[src/rtl/pipe_stage_reg.sv]
// Pipeline stage register with valid/ready handshake, one-entry skid buffer,
// bubble insertion, flush and saturating performance counters.
module pipe_stage_reg #(
    parameter int                 DATA_W    = 96,
    parameter int                 CTRL_W    = 16,
    parameter logic [CTRL_W-1:0]  CTRL_NOP  = {CTRL_W{1'b0}},
    parameter bit                 ZERO_DATA = 1'b1,
    parameter int                 CNT_W     = 16
) (
    input  logic              clk,
    input  logic              reset,
    input  logic              in_valid,
    output logic              in_ready,
    input  logic [CTRL_W-1:0] in_ctrl,
    input  logic [DATA_W-1:0] in_data,
    input  logic              bubble,
    input  logic              flush,
    output logic              out_valid,
    input  logic              out_ready,
    output logic [CTRL_W-1:0] out_ctrl,
    output logic [DATA_W-1:0] out_data,
    output logic [CNT_W-1:0]  bubble_cnt,
    output logic [CNT_W-1:0]  flush_cnt,
    output logic [CNT_W-1:0]  hold_cnt
);

    localparam logic [CNT_W-1:0]  CNT_ONE   = {{(CNT_W-1){1'b0}}, 1'b1};
    localparam logic [DATA_W-1:0] DATA_ZERO = {DATA_W{1'b0}};

    // Counters stick at all-ones rather than wrapping.
    function automatic logic [CNT_W-1:0] sat_inc(input logic [CNT_W-1:0] v);
        return (&v) ? v : (v + CNT_ONE);
    endfunction

    logic              out_valid_r, out_valid_s;
    logic [CTRL_W-1:0] out_ctrl_r,  out_ctrl_s;
    logic [DATA_W-1:0] out_data_r,  out_data_s;
    logic              sk_valid_r,  sk_valid_s;
    logic [CTRL_W-1:0] sk_ctrl_r,   sk_ctrl_s;
    logic [DATA_W-1:0] sk_data_r,   sk_data_s;
    logic [CNT_W-1:0]  bubble_cnt_r, flush_cnt_r, hold_cnt_r;
    logic              acc_s, ld_s;
    logic              bubble_inc_s, hold_inc_s;

    assign in_ready     = ~sk_valid_r & ~bubble & ~reset;
    assign acc_s        = in_valid & in_ready & ~flush;
    assign ld_s         = out_ready | ~out_valid_r;
    assign bubble_inc_s = ~flush & bubble & ld_s & ~sk_valid_r;
    assign hold_inc_s   = out_valid_r & ~out_ready;

    assign out_valid  = out_valid_r;
    assign out_ctrl   = out_ctrl_r;
    assign out_data   = out_data_r;
    assign bubble_cnt = bubble_cnt_r;
    assign flush_cnt  = flush_cnt_r;
    assign hold_cnt   = hold_cnt_r;

    // Next-state for output and skid slots: flush beats normal update.
    always_comb begin
        out_valid_s = out_valid_r;
        out_ctrl_s  = out_ctrl_r;
        out_data_s  = out_data_r;
        sk_valid_s  = sk_valid_r;
        sk_ctrl_s   = sk_ctrl_r;
        sk_data_s   = sk_data_r;
        if (flush) begin
            out_valid_s = 1'b0;
            out_ctrl_s  = CTRL_NOP;
            out_data_s  = ZERO_DATA ? DATA_ZERO : out_data_r;
            sk_valid_s  = 1'b0;
            sk_ctrl_s   = CTRL_NOP;
            sk_data_s   = ZERO_DATA ? DATA_ZERO : sk_data_r;
        end else if (ld_s) begin
            if (sk_valid_r) begin
                out_valid_s = 1'b1;
                out_ctrl_s  = sk_ctrl_r;
                out_data_s  = sk_data_r;
                sk_valid_s  = 1'b0;
            end else if (acc_s) begin
                out_valid_s = 1'b1;
                out_ctrl_s  = in_ctrl;
                out_data_s  = in_data;
            end else begin
                out_valid_s = 1'b0;
                out_ctrl_s  = CTRL_NOP;
                out_data_s  = ZERO_DATA ? DATA_ZERO : out_data_r;
            end
        end else if (acc_s) begin
            // Output is stalled: park the accepted word so nothing is dropped.
            sk_valid_s = 1'b1;
            sk_ctrl_s  = in_ctrl;
            sk_data_s  = in_data;
        end else begin
            sk_valid_s = sk_valid_r;
        end
    end

    // Slot registers.
    always_ff @(posedge clk) begin
        if (reset) begin
            out_valid_r <= 1'b0;
            out_ctrl_r  <= CTRL_NOP;
            out_data_r  <= DATA_ZERO;
            sk_valid_r  <= 1'b0;
            sk_ctrl_r   <= CTRL_NOP;
            sk_data_r   <= DATA_ZERO;
        end else begin
            out_valid_r <= out_valid_s;
            out_ctrl_r  <= out_ctrl_s;
            out_data_r  <= out_data_s;
            sk_valid_r  <= sk_valid_s;
            sk_ctrl_r   <= sk_ctrl_s;
            sk_data_r   <= sk_data_s;
        end
    end

    // Performance counters, cleared only by reset.
    always_ff @(posedge clk) begin
        if (reset) begin
            bubble_cnt_r <= {CNT_W{1'b0}};
            flush_cnt_r  <= {CNT_W{1'b0}};
            hold_cnt_r   <= {CNT_W{1'b0}};
        end else begin
            bubble_cnt_r <= bubble_inc_s ? sat_inc(bubble_cnt_r) : bubble_cnt_r;
            flush_cnt_r  <= flush        ? sat_inc(flush_cnt_r)  : flush_cnt_r;
            hold_cnt_r   <= hold_inc_s   ? sat_inc(hold_cnt_r)   : hold_cnt_r;
        end
    end

endmodule

[config.mk]
export PLATFORM = sky130hd
export DESIGN_NAME = pipe_stage_reg
export DESIGN_NICKNAME = d
export VERILOG_FILES = /design/src/rtl/pipe_stage_reg.sv
export SDC_FILE = /design/constraint.sdc
export NUM_CORES = 1
export LEC_CHECK = 0
export CAP_MARGIN = 25
export CORE_MARGIN = 2
export CORE_UTILIZATION = 40
export DETAILED_ROUTE_END_ITERATION = 12
export PLACE_DENSITY = 0.66
export SYNTH_ARGS = -nofsm -noshare
export SYNTH_HDL_FRONTEND = slang
export SYNTH_SLANG_ARGS = --single-unit
[constraint.sdc]
create_clock -name clk -period 2.99 [get_ports clk]
set_input_delay 0.299 -clock clk [delete_from_list [all_inputs] [get_ports clk]]
set_output_delay 0.299 -clock clk [all_outputs]
set_load 0.02 [all_outputs]
# Yosys cells after proc, flatten, opt, wreduce, memory -nomap -nowiden
# Index checks and enable logic that the tools add are counted.
[op_classes]
add_sub_neg = 3
muxes = 6
bitwise_logic = 19
n_reduce_logical = 9
[op_table]
columns = ["cell", "count"]
rows = [
  ["2-to-1 mux 96 bit", 2],
  ["adder 16 x 1 -> 16 bit, second input constant", 3],
  ["AND reduction 16 bit", 3],
  ["2-to-1 mux 16 bit", 2],
  ["inverter 1 bit", 10],
  ["bitwise AND 1 bit", 8],
  ["AND reduction 2 bit", 4],
  ["OR reduction 3 bit", 1],
  ["2-to-1 mux 1 bit", 2],
  ["OR reduction 2 bit", 1],
  ["OR 1 bit", 1],
]
[totals]
reg_bits = 274
inputBits = 118

# Longest topological paths before layout
# Gate-level depths: netlist of run 1.
[depth]
ltp_word = 7
depth_mapped = 8
mapped_depth_nobuf = 5

# Least setup slack after synthesis of run 1
# OpenSTA, ideal clock, no wires.
[synth_path]
path_type = "flip-flop to flip-flop"
startpoint = "reg hold_cnt_r[0], in the netlist hold_cnt[0]"
endpoint = "reg hold_cnt_r[1], in the netlist hold_cnt[1]"
t_arrival_ns = 1.804
setup_slack_ns = 1.071
stages_incl_launch_ff = 7
path_buffers = 1
synth_period_minus_slack_ns = 1.919
path_cell_list = "dfxtp_1 ha_1 nand4_1 nor4_2 buf_4 nor3b_1 o21a_1"
[synth_via]
elab_chain_len = 3
word_cells_on_any_way = 4
cone_classes = "1 x add/sub; 1 x bitwise; 2 x reduce/logical"
[synth_lines]
columns = ["item", "line", "rtl"]
rows = [
  ["start, declared", "41", "logic [CNT_W-1:0] bubble_cnt_r, flush_cnt_r, hold_cnt_r;"],
  ["start signal, assigned", "122", "hold_cnt_r <= {CNT_W{1'b0}};"],
  ["start signal, assigned", "126", "hold_cnt_r <= hold_inc_s ? sat_inc(hold_cnt_r) : hold_cnt_r;"],
  ["branches (longest 3 deep; another with adder 16 x 1 -> 16 bit)", "--", ""],
]
# Several ways; the timed one is not identified.
# A chain may end at the register's enable or synchronous reset.

# Final worst setup path of run 1
[layout_path]
startpoint = "reg sk_valid_r"
endpoint = "out in_ready"
[layout_via]
elab_chain_len = 3
[layout_lines]
columns = ["item", "line", "rtl"]
rows = [
  ["start, declared", "38", "logic sk_valid_r, sk_valid_s;"],
  ["start signal, assigned", "111", "sk_valid_r <= sk_valid_s;"],
  ["inverter 1 bit", "45", "assign in_ready = ~sk_valid_r & ~bubble & ~reset;"],
  ["bitwise AND 1 bit (2 in a row)", "45", ""],
  ["end, declared", "13", "output logic in_ready,"],
]
# Every way passes these cells.

==> summary.md, run 1 <==
| Metric | Value |
|---|---|
| Mapped Nets | 1,432 |
| CTS tree | yes |
| Antenna Nets Post-Route | 0 |
| Setup TNS | 0 ps |
| Hold Path Cell Cnt | 2 |
| # clock sinks | 274 |
| Clock Latency Late Sink | 540 ps |
| H-tree level count | 1 |
| DIE WIDTH | 170 µm |
| Num CTS Buffers | 30 |
| GRT Residual Overflow | 0 |
| Hold Worst Slack | 171 ps |
| Final hold viol count | 0 |
| Crit path required time | 2690 ps |
| Clk root buf | clkbuf_16 |
| CP Max Fanout | 6 |
| Syn Area/Cell | 8.36 µm² |
| GRT Util Overall | 0.218 |
| Min-delay src | reset |
| Final min period | 2070 ps |
| Pwr per Cell Area | 536 nW/µm² |
| Placer Congestion | 0.831 |
| EDFF count, synth | 0 |
| Reg2reg start | hold_cnt[0] |
| # IOs | 280 |
| Finished Layout Cells | 1,891 |
| Core Rows | 60 |
| Post-Syn Instances | 1,311 |
| Reg-to-reg endpoint | hold_cnt[7] |
| Chip Height | 170 µm |
| Die outline area | 28,700 µm² |
| Final period utilization | 0.694 |
| Post-CTS Hold Buffers | 0 |
| First-pass GRT wire length | 51,800 µm |
| Wire length per cell | 17.3 µm |
| Yosys top cell by area | dfxtp_1 |
| Layout cells sized above 1 | 0.0562 |
| Setup Crit Path Kind | reg -> out |
| Vias post-DR | 10,678 |
| Longest Clk Path Bufs | 3 |
| Core box area | 27,000 µm² |
| Worst min-delay path category | in -> reg |
| Actual slew at the worst max-slew pin | 785 ps |
| Initial Util | 0.407 |
| Crit end category | output pin |
| Largest net degree at the start of global routing | 115 |
| Seq/Total Area, Yosys | 0.500 |
| DP HPWL | 19,500 µm |
| Peak supply drop | 0.371 mV |
| Synth warnings | 0 |
| Drt pass-1 iters | 6 |
| Main flop type after synthesis | dfxtp_1 |
| Area Overhead vs Synth | 36.9% |
| Worst-case reg-to-reg path depth | 6 |
| DRC | 0 |
| Clock slew at reported path FFs | 60 ps |
| Dominant cells by area after synthesis | dfxtp_1, a221oi_1, nand2_1 |
| Mapped Area | 11,000 µm² |
| Final setup fails | 0 |
| PortBufs | 279 |
| Post-synthesis cell type count | 46 |
| Leakage | 5.04 nW |
| Crit path launch type | flop |
| Total wire length | 32,800 µm |
| Worst Path Arrival | 1780 ps |
| Reg2Reg Setup Slack | 1050 ps |
| Multi-input gate area | 4920 µm² |
| Flop and latch count out of synthesis | 274 |
| Dpl cells | 1,833 |
| Peak Freq | 0.482 GHz |
| Fillers | 2,430 |
| Rel. slew slack | 0.477 |
| Post-synth top area share | 0.500 |
| Vias in the first global route | 10,022 |
| Max Slew Vio Count | 0 |
| Run status | finished, final reports clean |
| Design Power | 0.00804 W |
| Iteration-0 DRC Markers | 943 |
| Hold EP | bubble_cnt[13] |
| Vias per cell | 5.65 |
| Initial antenna violation count | 3 |
| Nets@finish | 1,645 |
| RSZ-0062 raised after global routing | no |
| Sequential Area | 5490 µm² |
| Async set-or-reset flop fraction in the synthesized netlist | 0 |
| MaxCap Viol Count | 0 |
| Worst Skew | 8.52 ps |
| Setup bufs post-CTS | 0 |
| Post_cts resized | 0 |
[sequential cells by signal (all words and copies together), names as in the netlist]
signal      flops
sk_ctrl_r      16
sk_valid_r      1
out_data       96
bubble_cnt     16
sk_data_r      96
flush_cnt      16
out_ctrl       16
out_valid       1
hold_cnt       16
[cells in the mapped netlist, drive strengths merged (3+ instances only)]
| library cell | n |
|---|---|
| or3 | 7 |
| a31oi | 3 |
| and3 | 11 |
| mux2 | 3 |
| buf | 52 |
| nor2b | 3 |
| dfxtp | 274 |
| a221oi | 112 |
| or4 | 23 |
| o21ai | 8 |
| nand4 | 14 |
| ha | 3 |
| and4 | 12 |
| and2 | 3 |
| nor3 | 123 |
| nand2 | 241 |
| o31ai | 23 |
| o21a | 4 |
| clkbuf | 65 |
| nor4 | 9 |
| a21oi | 145 |
| inv | 8 |
| nor2 | 127 |
| nand3 | 17 |
[metal layers]
layer	share of wire	vias up	track usage
met5	0	-	0
met4	0.021	0	0.0569
met3	0.083	43	0.0602
met2	0.47	341	0.364
met1	0.43	5109	0.279
li1	-	5185	-
[stage by stage]
step / setup slack, ps / cell area [µm²] / utilization
final: 915 / 15000 / 0.557
after detailed placement: 526 / 13900 / 0.516
after global routing: 839 / 15000 / 0.557
after CTS: 873 / 15000 / 0.557
after global placement: 617 / 13900 / 0.516
after floorplan: 1070 / 11000 / -
[critical path, cell delays in order (launching register included)]
cell and delay, ps:
dfxtp_4 370, nor3_1 220, clkdlybuf4s50_1 640
[logic make-up after synthesis]
logic type,count (synthesis),synth area share
buffers and inverters,126,0.0534
and+or+nand+nor,597,0.250
DFF,274,0.500
adders and majority gates,3,0.00342
muxes,3,0.00308
xor gates and xnor gates,2,0.00160
AOI/OAI and AO/OA,306,0.188
[where the power goes]
group / total (W) / internal, W / switching [W]
registers: 0.00368 / 0.00367 / 0.0000132
clock network: 0.00396 / 0.00247 / 0.00148
logic: 0.000408 / 0.000214 / 0.000195
[final cells by class]
type / count / share of cell area
inverter: 9 / 0.00225
multi-input combinational: 911 / 0.328
clock inverter: 11 / 0.0106
timing repair buffer: 298 / 0.203
tap: 341 / 0.0284
sequential: 274 / 0.366
antenna: 3 / 0.000500
clock buffer: 44 / 0.0616
[worst max-delay path by stage]
stage	start	end	slack (ps)	cells past startpoint
2_1_floorplan	hold_cnt[0]	hold_cnt[1]	1070	6
3_3_place_gp	flush	bubble_cnt[15]	620	5
3_5_place_dp	flush	bubble_cnt[15]	530	5
4_1_cts	sk_valid_r	in_ready	870	2
5_1_grt	sk_valid_r	in_ready	840	2
6_report	sk_valid_r	in_ready	920	2
[cells in the final DEF (no fill, tap or decap), types with 13 or more instances in the layout]
cell             netlist  final
clkdlybuf4s50_1        0    278
dfxtp_1              274    273
nand2_1              241    240
a21oi_1              145    145
nor2_1               127    127
nor3_1               123    123
a221oi_1             112    112
clkbuf_16              0     31
o31ai_1               23     23
or4_1                 23     23
nand3_1               17     17
nand4_1               13     13
(Power assumes the default switching activity.)
==> inputs of run 2 (changes only) <==
==> constraint.sdc (replaced) <==
create_clock -name clk -period 2.1 [get_ports clk]
set_input_delay 0.21 -clock clk [delete_from_list [all_inputs] [get_ports clk]]
set_output_delay 0.21 -clock clk [all_outputs]
set_load 0.02 [all_outputs]
==> summary.md, run 2 (same netlist as run 1, synthesis figures left out) <==
| Metric | Value |
|---|---|
| DP HPWL | 21,500 µm (was 19,500 µm) |
| Rel. slew slack | 0.594 (was 0.477) |
| Vias post-DR | 10,752 (was 10,678) |
| Peak supply drop | 0.605 mV (was 0.371 mV) |
| Crit path required time | 1890 ps (was 2690 ps) |
| Num CTS Buffers | 31 (was 30) |
| DIE WIDTH | 170 µm (unchanged) |
| Most frequent cells in the layout | clkdlybuf4s50_1, dfxtp_1, nand2_1, a21oi_1, nor2_1 (unchanged) |
| Drt pass-1 iters | 7 (was 6) |
| Initial Util | 0.407 (unchanged) |
| Setup bufs post-CTS | 0 (unchanged) |
| Finished Layout Cells | 1,924 (was 1,891) |
| DRC | 0 (unchanged) |
| Reg2Reg Setup Slack | 210 ps (was 1050 ps) |
| Vias in the first global route | 10,046 (was 10,022) |
| MaxCap Viol Count | 0 (unchanged) |
| CTS tree | yes (unchanged) |
| Final setup fails | 0 (unchanged) |
| Crit path launch type | flop (unchanged) |
| # clock sinks | 274 (unchanged) |
| Clock Latency Late Sink | 550 ps (was 540 ps) |
| Fillers | 2,413 (was 2,430) |
| Nets@finish | 1,680 (was 1,645) |
| Hold Path Cell Cnt | 3 (was 2) |
| Placer Congestion | 0.869 (was 0.831) |
| Initial antenna violation count | 3 (unchanged) |
| Commonest non-fill, non-tap cell in the layout | clkdlybuf4s50_1 (unchanged) |
| Setup WS post-layout | 151 ps (was 915 ps) |
| CP Max Fanout | 5 (was 6) |
| Final min period | 1950 ps |
| Chip Height | 170 µm (unchanged) |
| Design Area, Final | 15,400 µm² (was 15,000 µm²) |
| Worst slack at placement | -14.5 ps (was 526 ps) |
| Die outline area | 28,700 µm² (unchanged) |
| Worst Skew | 11.6 ps (was 8.52 ps) |
| Area Overhead vs Synth | 40.3% (was 36.9%) |
| Clock slew at reported path FFs | 60 ps (about the same) |
| Post_cts resized | 0 (unchanged) |
| Reg-to-reg endpoint | bubble_cnt[15] (was hold_cnt[7]) |
| Core Rows | 60 (unchanged) |
| Peak Freq | 0.513 GHz |
| Wire length per cell | 17.1 µm (was 17.3 µm) |
| P_sw | 0.00245 W (was 0.00169 W) |
| Share of the core filled with cells | 0.571 (was 0.557) |
| Worst Path Arrival | 1740 ps (was 1780 ps) |
| Hold EP | bubble_cnt[1] (was bubble_cnt[13]) |
| Largest net degree at the start of global routing | 114 (was 115) |
| GRT Util Overall | 0.222 (was 0.218) |
| GRT Residual Overflow | 0 (unchanged) |
| Combinational Power Share | 0.055 (was 0.051) |
| Seq pwr share | 0.462 (was 0.457) |
| PortBufs | 279 (unchanged) |
| Worst min-delay path category | in -> reg (unchanged) |
| Vias per cell | 5.59 (was 5.65) |
| Actual slew at the worst max-slew pin | 609 ps (was 785 ps) |
| Total wire length | 33,000 µm (was 32,800 µm) |
| Crit end category | output pin (unchanged) |
| Sw frac | 0.216 (was 0.210) |
| Clk root buf | clkbuf_16 (unchanged) |
| Min-delay src | reset (unchanged) |
| Longest Clk Path Bufs | 3 (unchanged) |
| Clock power share | 0.483 (was 0.492) |
| Post-CTS Hold Buffers | 0 (unchanged) |
| Reg2reg start | bubble_cnt[0] (was hold_cnt[0]) |
| Final period utilization | 0.928 |
| H-tree level count | 1 (unchanged) |
| Antenna Nets Post-Route | 0 (unchanged) |
| # IOs | 280 (unchanged) |
| Dpl cells | 1,867 (was 1,833) |
| Run status | finished, final reports clean (unchanged) |
| Pwr per Cell Area | 738 nW/µm² (was 536 nW/µm²) |
| Internal | 0.00890 W (was 0.00635 W) |
| Core box area | 27,000 µm² (unchanged) |
| Setup Crit Path Kind | reg -> out (unchanged) |
| Leakage | 5.23 nW (was 5.04 nW) |
| First-pass GRT wire length | 52,900 µm (was 51,800 µm) |
| Worst-case reg-to-reg path depth | 6 (unchanged) |
| Iteration-0 DRC Markers | 838 (was 943) |
| RSZ-0062 raised after global routing | no (unchanged) |
| Layout cells sized above 1 | 0.0753 (was 0.0562) |
| DP Area | 14,300 µm² (was 13,900 µm²) |
| Max Slew Vio Count | 0 (unchanged) |
| Final hold viol count | 0 (unchanged) |
run 2: changes by cell type in the layout (fill, tap and decap cells not counted), sizes merged:
cell      delta
buf         +34
clkinvlp     +1
bufinv       -1
inv          +1
clkbuf       -1
clkinv       -1
run 2: power by group through the flow:
stage	clock network, W	registers [W]	logic [W]
CTS	0.00561	0.00524	0.000630
global route	0.00581	0.00524	0.000673
finish	0.00548	0.00524	0.000627
detailed placement	0	0.00535	0.000626
floorplan	0	0.00538	0.000181
global placement	0	0.00535	0.000623
run 2: worst max-delay path by stage:
| stage | from | endpoint | slack [ps] |
|---|---|---|---|
| after floorplan | hold_cnt[0] | hold_cnt[1] | 180 |
| after global placement | flush | out_ctrl[14] | 100 |
| after detailed placement | flush | out_ctrl[5] | -10 |
| after CTS | sk_valid_r | in_ready | 120 |
| after global routing | sk_valid_r | in_ready | 80 |
| final | sk_valid_r | in_ready | 150 |
run 2: final cells by class:
cell class                 count  area, µm²  share of cell area
sequential                   274       5490               0.357
multi-input combinational    911       4920               0.320
timing repair buffer         332       3460               0.225
clock buffer                  43        901              0.0586
tap                          341        427              0.0277
clock inverter                11        143             0.00927
inverter                       9       33.8             0.00220
antenna                        3       7.51            0.000488
run 2: worst max-delay path: stages, from the launching register on:
cell             delay [ps]
dfxtp_4                 380
nor3_1                  180
clkdlybuf4s50_1         630
run 2: metrics by stage:
stage	total power (W)	setup TNS, ps	hold WS (ps)
6_report	0.0113	0	73.1
5_1_grt	0.0117	0	90.4
4_1_cts	0.0115	0	54.3
3_5_place_dp	0.00598	-14.5	445
3_3_place_gp	0.00598	0	440
2_1_floorplan	0.00556	0	346
run 2: per-layer routing:
metal	wire length [µm]	GRT usage	vias to the layer above
met5	0	0	-
met3	2450	0.0548	63
li1	-	-	5249
met1	14200	0.293	5095
met2	15400	0.358	345
met4	886	0.0721	0
==> inputs of run 3 (changes only) <==
--- a/config.mk
+++ b/config.mk
@@ -7,9 +7,10 @@
 export LEC_CHECK = 0
 export CAP_MARGIN = 25
 export CORE_MARGIN = 2
-export CORE_UTILIZATION = 40
+export CORE_UTILIZATION = 49
 export DETAILED_ROUTE_END_ITERATION = 12
-export PLACE_DENSITY = 0.66
+export MAX_ROUTING_LAYER = met4
+export PLACE_DENSITY = 0.79
 export SYNTH_ARGS = -nofsm -noshare
 export SYNTH_HDL_FRONTEND = slang
 export SYNTH_SLANG_ARGS = --single-unit
==> summary.md, run 3 (same netlist as run 1, synthesis figures left out) <==
| Metric | Value |
|---|---|
| First-pass GRT wire length | 52,900 µm (about the same) |
| DP Area | 14,200 µm² (was 14,300 µm²) |
| Actual slew at the worst max-slew pin | 593 ps (was 609 ps) |
| Setup TNS | 0 ps (unchanged) |
| Max Slew Vio Count | 0 (unchanged) |
| H-tree level count | 1 (unchanged) |
| CP Cell Sequence | nor3_1 > clkdlybuf4s50_1 (unchanged) |
| Sequential Area | 5490 µm² (unchanged) |
| Antenna diode count | 0 (was 3) |
| Reg2Reg Setup Slack | 190 ps (was 210 ps) |
| Most frequent cells in the layout | clkdlybuf4s50_1, dfxtp_1, nand2_1, a21oi_1, nor2_1 (unchanged) |
| Clock Latency Late Sink | 560 ps (was 550 ps) |
| RSZ-0062 raised after global routing | no (unchanged) |
| Antenna Nets Post-Route | 0 (unchanged) |
| Peak supply drop | 0.541 mV (was 0.605 mV) |
| CP max stage delay | 630 ps (about the same) |
| PortBufs | 279 (unchanged) |
| Worst Skew | 14.7 ps (was 11.6 ps) |
| Wire length per cell | 17.6 µm (was 17.1 µm) |
| Final hold viol count | 0 (unchanged) |
| Vias post-DR | 10,938 (was 10,752) |
| Core Rows | 54 (was 60) |
| Longest Clk Path Bufs | 3 (unchanged) |
| Vias per cell | 5.90 (was 5.59) |
| Vias in the first global route | 10,460 (was 10,046) |
| Final setup fails | 0 (unchanged) |
| Rel. slew slack | 0.605 (was 0.594) |
| DP HPWL | 21,100 µm (was 21,500 µm) |
| GRT Util Overall | 0.273 (was 0.222) |
| Commonest non-fill, non-tap cell in the layout | clkdlybuf4s50_1 (unchanged) |
| CTS tree | yes (unchanged) |
| Worst Path Arrival | 1810 ps (was 1740 ps) |
| DRC | 0 (unchanged) |
| CP Max Fanout | 16 (was 5) |
| Chip Height | 154 µm (was 170 µm) |
| Placer Congestion | 0.896 (was 0.869) |
| Share of the core filled with cells | 0.696 (was 0.571) |
| Fillers | 1,737 (was 2,413) |
| Run status | finished, final reports clean (unchanged) |
| DIE WIDTH | 154 µm (was 170 µm) |
| Crit path required time | 1890 ps (about the same) |
| Crit path launch type | flop (unchanged) |
| GRT Residual Overflow | 0 (unchanged) |
| Drt pass-1 iters | 5 (was 7) |
| Layout cells sized above 1 | 0.0737 (was 0.0753) |
| Core box area | 21,900 µm² (was 27,000 µm²) |
| Clk root buf | clkbuf_16 (unchanged) |
| Setup bufs post-CTS | 0 (unchanged) |
| Largest net degree at the start of global routing | 103 (was 114) |
| # IOs | 280 (unchanged) |
| Crit-path slowest cell | clkdlybuf4s50_1 (unchanged) |
| # clock sinks | 274 (unchanged) |
| Peak Freq | 0.494 GHz (was 0.513 GHz) |
| Post-CTS Hold Buffers | 0 (unchanged) |
| Clock slew at reported path FFs | 60 ps (about the same) |
| Nets@finish | 1,674 (was 1,680) |
| Final min period | 2020 ps (was 1950 ps) |
| Area Overhead vs Synth | 39.1% (was 40.3%) |
| Setup Crit Path Kind | reg -> out (unchanged) |
| Die outline area | 23,600 µm² (was 28,700 µm²) |
| Final period utilization | 0.964 (was 0.928) |
| Leakage | 5.20 nW (was 5.23 nW) |
| Crit end category | output pin (unchanged) |
| Iteration-0 DRC Markers | 676 (was 838) |
| Worst min-delay path category | in -> reg (unchanged) |
| MaxCap Viol Count | 0 (unchanged) |
| Initial Util | 0.501 (was 0.407) |
| Initial antenna violation count | 0 (was 3) |
| Design Area, Final | 15,200 µm² (was 15,400 µm²) |
| Num CTS Buffers | 29 (was 31) |
| Post_cts resized | 0 (unchanged) |
| Multi-input gate area | 4920 µm² (unchanged) |
| Total wire length | 32,600 µm (was 33,000 µm) |
| Pwr per Cell Area | 762 nW/µm² (was 738 nW/µm²) |
## run 3: changes by cell type in the layout (fill, tap and decap cells not counted), sizes merged
cell | previous run | this run
bufinv | 3 | 7
buf | 54 | 49
diode | 3 | 0
clkdlybuf4s50 | 278 | 279
inv | 10 | 11
clkbuf | 43 | 35
clkinv | 6 | 7
clkinvlp | 1 | 2
## run 3: critical path, delay by kind of cell (launching register included)
kind	cells	cell delay [ps]
flip-flops	1	420
AND/OR/NAND/NOR	1	200
buffers and inverters	1	630
## run 3: path summary, 6_finish.rpt
path | from | end | depth (start not counted)
worst min-delay path | in_data[37] | sk_data_r[37] | 3
worst max-delay path | sk_valid_r | in_ready | 2
worst max register to register | bubble_cnt[0] | bubble_cnt[6] | 6
worst min register to register | sk_data_r[69] | sk_data_r[69] | 2
## run 3: layout make-up
cell class / instances / area share
Clock buffer: 35 / 0.0524
Clock inverter: 18 / 0.0190
Inverter: 9 / 0.00222
Multi-Input combinational cell: 911 / 0.323
Sequential cell: 274 / 0.360
Tap cell: 280 / 0.0230
Timing Repair Buffer: 328 / 0.220
## run 3: power by group
group          internal, W  switching, W  leakage [nW]  total, W
Combinational     0.000329      0.000286          2.45  0.000615
Sequential         0.00522     0.0000188          2.21   0.00524
Clock              0.00358       0.00218         0.536   0.00576
Total              0.00913       0.00249          5.20    0.0116
## run 3: layer usage
metal | up-vias | share of wire | track usage
met5 | - | 0 | -
met4 | 0 | 0.029 | 0.0848
met3 | 65 | 0.083 | 0.0640
met2 | 443 | 0.47 | 0.447
met1 | 5199 | 0.41 | 0.335
li1 | 5231 | - | -
## run 3: per-stage QoR
stage	power, W	cells	setup WS, ps	hold slack [ps]
2_1_floorplan	0.00556	1311	181	346
3_3_place_gp	0.00596	1802	88.8	440
3_5_place_dp	0.00596	1802	49.8	446
4_1_cts	0.0117	1855	59.9	212
5_1_grt	0.0119	1855	26.6	231
6_report	0.0116	1855	76.1	229
